==> src/rtl/rs_16_16_11_approx_sub_seq.sv <==
// rs_16_16_11_approx_sub_seq: chunk-serial approximate ripple-borrow subtractor with valid/ready handshakes
module rs_16_16_11_approx_sub_seq #(
  parameter int WIDTH  = 16,
  parameter int APPROX = 11,
  parameter int CHUNK  = 4
) (
  input  logic             clk,
  input  logic             rst,
  input  logic             in_valid,
  output logic             in_ready,
  input  logic [WIDTH-1:0] IN1,
  input  logic [WIDTH-1:0] IN2,
  output logic             out_valid,
  input  logic             out_ready,
  output logic [WIDTH:0]   Out
);
  localparam int N  = WIDTH / CHUNK;
  localparam int KW = N > 1 ? $clog2(N) : 1;
  typedef enum logic [1:0] {IDLE, BUSY, DONE} state_t;
  state_t           state_q;
  logic [WIDTH-1:0] a_q, b_q;
  logic [WIDTH:0]   out_q;
  logic             bor_q, bor_d, in_ready_q, out_valid_q;
  logic [KW-1:0]    k_q;
  logic [CHUNK-1:0] xs_d, ys_d, dif_d;
  assign xs_d = a_q[int'(k_q)*CHUNK +: CHUNK];
  assign ys_d = b_q[int'(k_q)*CHUNK +: CHUNK];
  // Cell type follows the global bit index, so one chunk may mix both kinds.
  always_comb begin
    bor_d = bor_q;
    dif_d = '0;
    for (int j = 0; j < CHUNK; j++) begin
      dif_d[j] = (int'(k_q)*CHUNK + j < APPROX) ? xs_d[j] : xs_d[j] ^ ys_d[j] ^ bor_d;
      bor_d    = (int'(k_q)*CHUNK + j < APPROX) ? ys_d[j]
               : (~xs_d[j] & ys_d[j]) | (~xs_d[j] & bor_d) | (ys_d[j] & bor_d);
    end
  end
  always_ff @(posedge clk or posedge rst) begin
    if (rst) begin
      state_q     <= IDLE;
      a_q         <= '0;
      b_q         <= '0;
      out_q       <= '0;
      bor_q       <= 1'b0;
      k_q         <= '0;
      in_ready_q  <= 1'b1;
      out_valid_q <= 1'b0;
    end else begin
      case (state_q)
        IDLE: if (in_valid) begin
          a_q        <= IN1;
          b_q        <= IN2;
          bor_q      <= 1'b0;
          k_q        <= '0;
          in_ready_q <= 1'b0;
          state_q    <= BUSY;
        end
        BUSY: begin
          out_q[int'(k_q)*CHUNK +: CHUNK] <= dif_d;
          bor_q <= bor_d;
          k_q   <= k_q + 1'b1;
          if (k_q == KW'(N - 1)) begin
            out_q[WIDTH] <= bor_d;
            out_valid_q  <= 1'b1;
            state_q      <= DONE;
          end
        end
        DONE: if (out_ready) begin
          out_valid_q <= 1'b0;
          in_ready_q  <= 1'b1;
          state_q     <= IDLE;
        end
        default: state_q <= IDLE;
      endcase
    end
  end
  assign in_ready  = in_ready_q;
  assign out_valid = out_valid_q;
  assign Out       = out_q;
endmodule

==> config.mk <==
export PLATFORM = sky130hd
export DESIGN_NAME = rs_16_16_11_approx_sub_seq
export DESIGN_NICKNAME = d
export VERILOG_FILES = /design/src/rtl/rs_16_16_11_approx_sub_seq.sv
export SDC_FILE = /design/constraint.sdc
export NUM_CORES = 1
export LEC_CHECK = 0
export BUFFER_PORTS_ARGS = -buffer_cell sky130_fd_sc_hd__buf_2
export CORE_MARGIN = 1
export CORE_UTILIZATION = 60
export CTS_BUF_LIST = sky130_fd_sc_hd__clkbuf_8
export CTS_CLUSTER_DIAMETER = 30
export DETAILED_ROUTE_END_ITERATION = 10
export PLACE_DENSITY = 0.84
export SKIP_CTS_REPAIR_TIMING = 1
export SLEW_MARGIN = 30
export SYNTH_ARGS = -nofsm -noshare
export SYNTH_HDL_FRONTEND = slang
export SYNTH_SLANG_ARGS = --single-unit
==> constraint.sdc <==
create_clock -name clk -period 6.45 [get_ports clk]
set_clock_uncertainty 0.2 [all_clocks]
set_input_delay 1.29 -clock clk [delete_from_list [all_inputs] [get_ports clk]]
set_output_delay 1.29 -clock clk [all_outputs]
set_load 0.01 [all_outputs]
==> flow_summary.ini <==
[yosys]
synthDominantCellAreaShare = 0.498
yosys_register_bits = 56
async_flop_share = 1.00
synth_area_per_cell_sq_um = 12.8
number_of_enable_type_register_cells_in_the_synthesized_netlist = 0
synthFlopType = sky130_fd_sc_hd__dfrtp_1
synthTopCellsByArea = sky130_fd_sc_hd__dfrtp_1 50%, sky130_fd_sc_hd__mux2_2 15%, sky130_fd_sc_hd__mux2i_1 3.3%
number_of_distinct_library_cells_after_synthesis = 39
post_synth_most_frequent_cells = 55 x sky130_fd_sc_hd__dfrtp_1, 36 x sky130_fd_sc_hd__mux2_2, 19 x sky130_fd_sc_hd__nand2_1, 11 x sky130_fd_sc_hd__o21ai_0
synthDominantAreaCellType = sky130_fd_sc_hd__dfrtp_1
total_nets_after_synthesis = 261
synthMostInstantiatedCell = sky130_fd_sc_hd__dfrtp_1
post_synthesis_instance_total = 216
synth.yosys.warnings = 0
yosysSeqAreaShare = 0.507
post_synth_instance_area_sq_um = 2760

[floorplan]
initial_standard_cell_utilization_of_the_core = 0.630
ios = 55
die_h_um = 69.9
core.rowCount = 24
core_area_sq_um = 4380
die_area_sq_um = 4880
dieWidth_um = 69.9

[critical_path]
setup.worst_path.start = k_q[1]
path_cells = clkinv_1 > mux2i_1 > fa_1 > mux2i_1 > fa_1 > mux2_2 > fa_1 > mux2i_1 > fa_1 > mux2i_4 > a32o_1
cp_num_buf_inv = 1
critPathMaxFanout = 14
timing.critical_path.slowest_cell_delay_ns = 0.67
crit_slowest_cell = sky130_fd_sc_hd__dfrtp_1
timing.setup.critical_path_class = register to register
reg2reg_depth = 11
cp-start-kind = register
worst_setup_path_end_kind = register
crit_path_frequent_cell = sky130_fd_sc_hd__fa_1
cp.depth = 11
gate_family_responsible_for_the_most_delay_along_the_worst_path = adder cells
timing.critical_path.required_ns = 6.50
critical_path_arrival_ns = 4.04
critical_path.reg2reg.startpoint = k_q[1]

[power]
total_power_mw = 1.64
vdd.ir_drop.worst_mv = 0.245
swShare = 0.389
seq_power_share = 0.398
cellLeakagePower_nw = 1.47
power.combinational.fraction = 0.485
pwr-share-clk = 0.117
netSwitchingPower_mw = 0.638
pwr_density_cell_nw_per_um2 = 524
power.internal_mw = 1.00

[detailed_routing]
vias = 1787
vias_per_cell = 5.55
wl_mm = 4.96
route.detailed.wl_per_inst_um = 15.4
final_antenna_net_count = 0
first_iter_violations = 129
firstDrtPassIters = 4
drt_drc_violations_left = 0

[timing]
final.setup.worst_slack_ns = 2.46
setup_violations = 0
final_min_period_over_clock_period = 0.618
maxSlewHeadroom = 0.547
timing.final.hold_violations = 0
final_period_minus_worst_setup_slack_ns = 3.99
fmaxAchievable_ghz = 0.251
tightestPinTransition_ns = 0.679
fin_setup_tns_ns = 0
grt_setup_unrepaired = no
finalMaxSlewViolations = 0

[cts]
tritoncts.num_buffers = 5
cts_tree = done
cts_root_buffer = sky130_fd_sc_hd__clkbuf_8
clock-sinks = 56
clkTransAtPathRegs_ns = 0.09
ctsLongestPathBuffers = 2
insertion_delay_ns = 0.30
ctsHtreeMaxLevel = 2

[placement]
gp_routability_congestion = 0.770
pre_cts_ws_ns = 2.35
place.detailed.hpwl_mm = 3.52
port_buffers = 54

[worst_hold_path]
hold_class = register to register
min_path_cells = 2
hold_path_startpoint = Out[2]

[grt]
number_of_antenna_violations_at_the_first_check_in_global_routing = 0
grt_first_pass_wirelength_mm = 8.58
groute.usage.overall = 0.227
globalRoute.totalOverflow = 0
maximum_number_of_pins_on_one_net_before_global_route_repair = 57
grt_pass1_vias = 1737

[cells_and_area]
fin_nets = 314
post_route_cells_drive_above_1_share = 0.419
synthToLayoutAreaGrowth_pct = 13.4
antenna_cells_inserted = 0

[outcome]
run_status = completed

[flow_run]
cap_viol_max_count = 0
==> per-layer routing <==
layer | track usage | up-vias | wire (um)
met5 | 0 | - | 0
met4 | 0.0867 | 0 | 89
met3 | 0.0505 | 8 | 169
met2 | 0.351 | 46 | 2390
met1 | 0.317 | 868 | 2310
li1 | - | 865 | -
==> power by group through the flow <==
stage               Clock (mW)  Sequential (mW)  Combinational (mW)
finish                   0.192            0.653               0.797
global route             0.210            0.678               0.890
CTS                      0.197            0.651               0.806
detailed placement           0            0.657               0.801
global placement             0            0.648               0.770
floorplan                    0            0.605               0.669
==> flip-flops by register name (all words and copies together) (netlist names) <==
signal and cells:
bor_q 1, b_q 16, in_ready 1, k_q 2
state_q 2, Out 17, out_valid 1, a_q 16
==> tightest hold or removal path: cells and delay by family, from the launching register on <==
| family | cells | cell delay [ns] |
|---|---|---|
| compound gates | 1 | 0.06 |
| flops | 1 | 0.35 |
| simple gates | 1 | 0.05 |
==> per-stage QoR <==
stage / cell area (sq um) / utilization / instances / hold slack [ns]
CTS: 3130 / 0.715 / 322 / 0.288
detailed placement: 3040 / 0.694 / 314 / 0.266
finish: 3130 / 0.715 / 322 / 0.284
global placement: 3040 / 0.693 / 314 / 0.259
floorplan: 2760 / - / 216 / 0.254
global route: 3130 / 0.715 / 322 / 0.317
==> kinds of logic after synthesis <==
kind of cell	count (synthesis)	share of synthesized area
multiplexers	54	0.236
adder cells (fa/ha/maj)	9	0.0516
flip-flops	56	0.507
AND/OR/NAND/NOR	48	0.0905
AO/OA/AOI/OAI	32	0.0797
buffers and inverters	17	0.0349
==> final cells by class <==
cell class | instances | area (sq um)
sequential | 56 | 1400
multi-input combinational | 143 | 1260
fill | 322 | 1250
timing repair buffer | 55 | 278
clock buffer | 6 | 82.6
tap | 52 | 65.1
inverter | 8 | 32.5
clock inverter | 2 | 7.51
==> cells in the final DEF (no fill, tap or decap), types with 2 or more instances in the layout <==
| cell type | instances |
|---|---|
| sky130_fd_sc_hd__mux2i_1 | 9 |
| sky130_fd_sc_hd__a22o_1 | 3 |
| sky130_fd_sc_hd__mux2_4 | 4 |
| sky130_fd_sc_hd__nand3b_1 | 4 |
| sky130_fd_sc_hd__fa_1 | 4 |
| sky130_fd_sc_hd__a21oi_1 | 5 |
| sky130_fd_sc_hd__o21ai_0 | 11 |
| sky130_fd_sc_hd__nor2b_1 | 3 |
| sky130_fd_sc_hd__dfrtp_1 | 54 |
| sky130_fd_sc_hd__o21ai_1 | 8 |
| sky130_fd_sc_hd__buf_2 | 54 |
| sky130_fd_sc_hd__nand2_1 | 19 |
| sky130_fd_sc_hd__and2_1 | 2 |
| sky130_fd_sc_hd__inv_1 | 8 |
| sky130_fd_sc_hd__ha_1 | 5 |
| sky130_fd_sc_hd__mux2_2 | 36 |
| sky130_fd_sc_hd__clkbuf_8 | 6 |
| sky130_fd_sc_hd__a221oi_2 | 2 |
| sky130_fd_sc_hd__nand2b_1 | 3 |
| sky130_fd_sc_hd__nor2_1 | 9 |
==> path summary, 6_finish.rpt <==
check / to / slack [ns]
setup / recovery: Out[15] / 2.46
hold / removal: Out[2] / 0.28
setup reg to reg: Out[15] / 2.46
hold reg to reg: Out[2] / 0.28
max in group asynchronous: k_q[0] / 4.68
min in group asynchronous: b_q[7] / 0.88
Power figures use the tool's default switching activity.
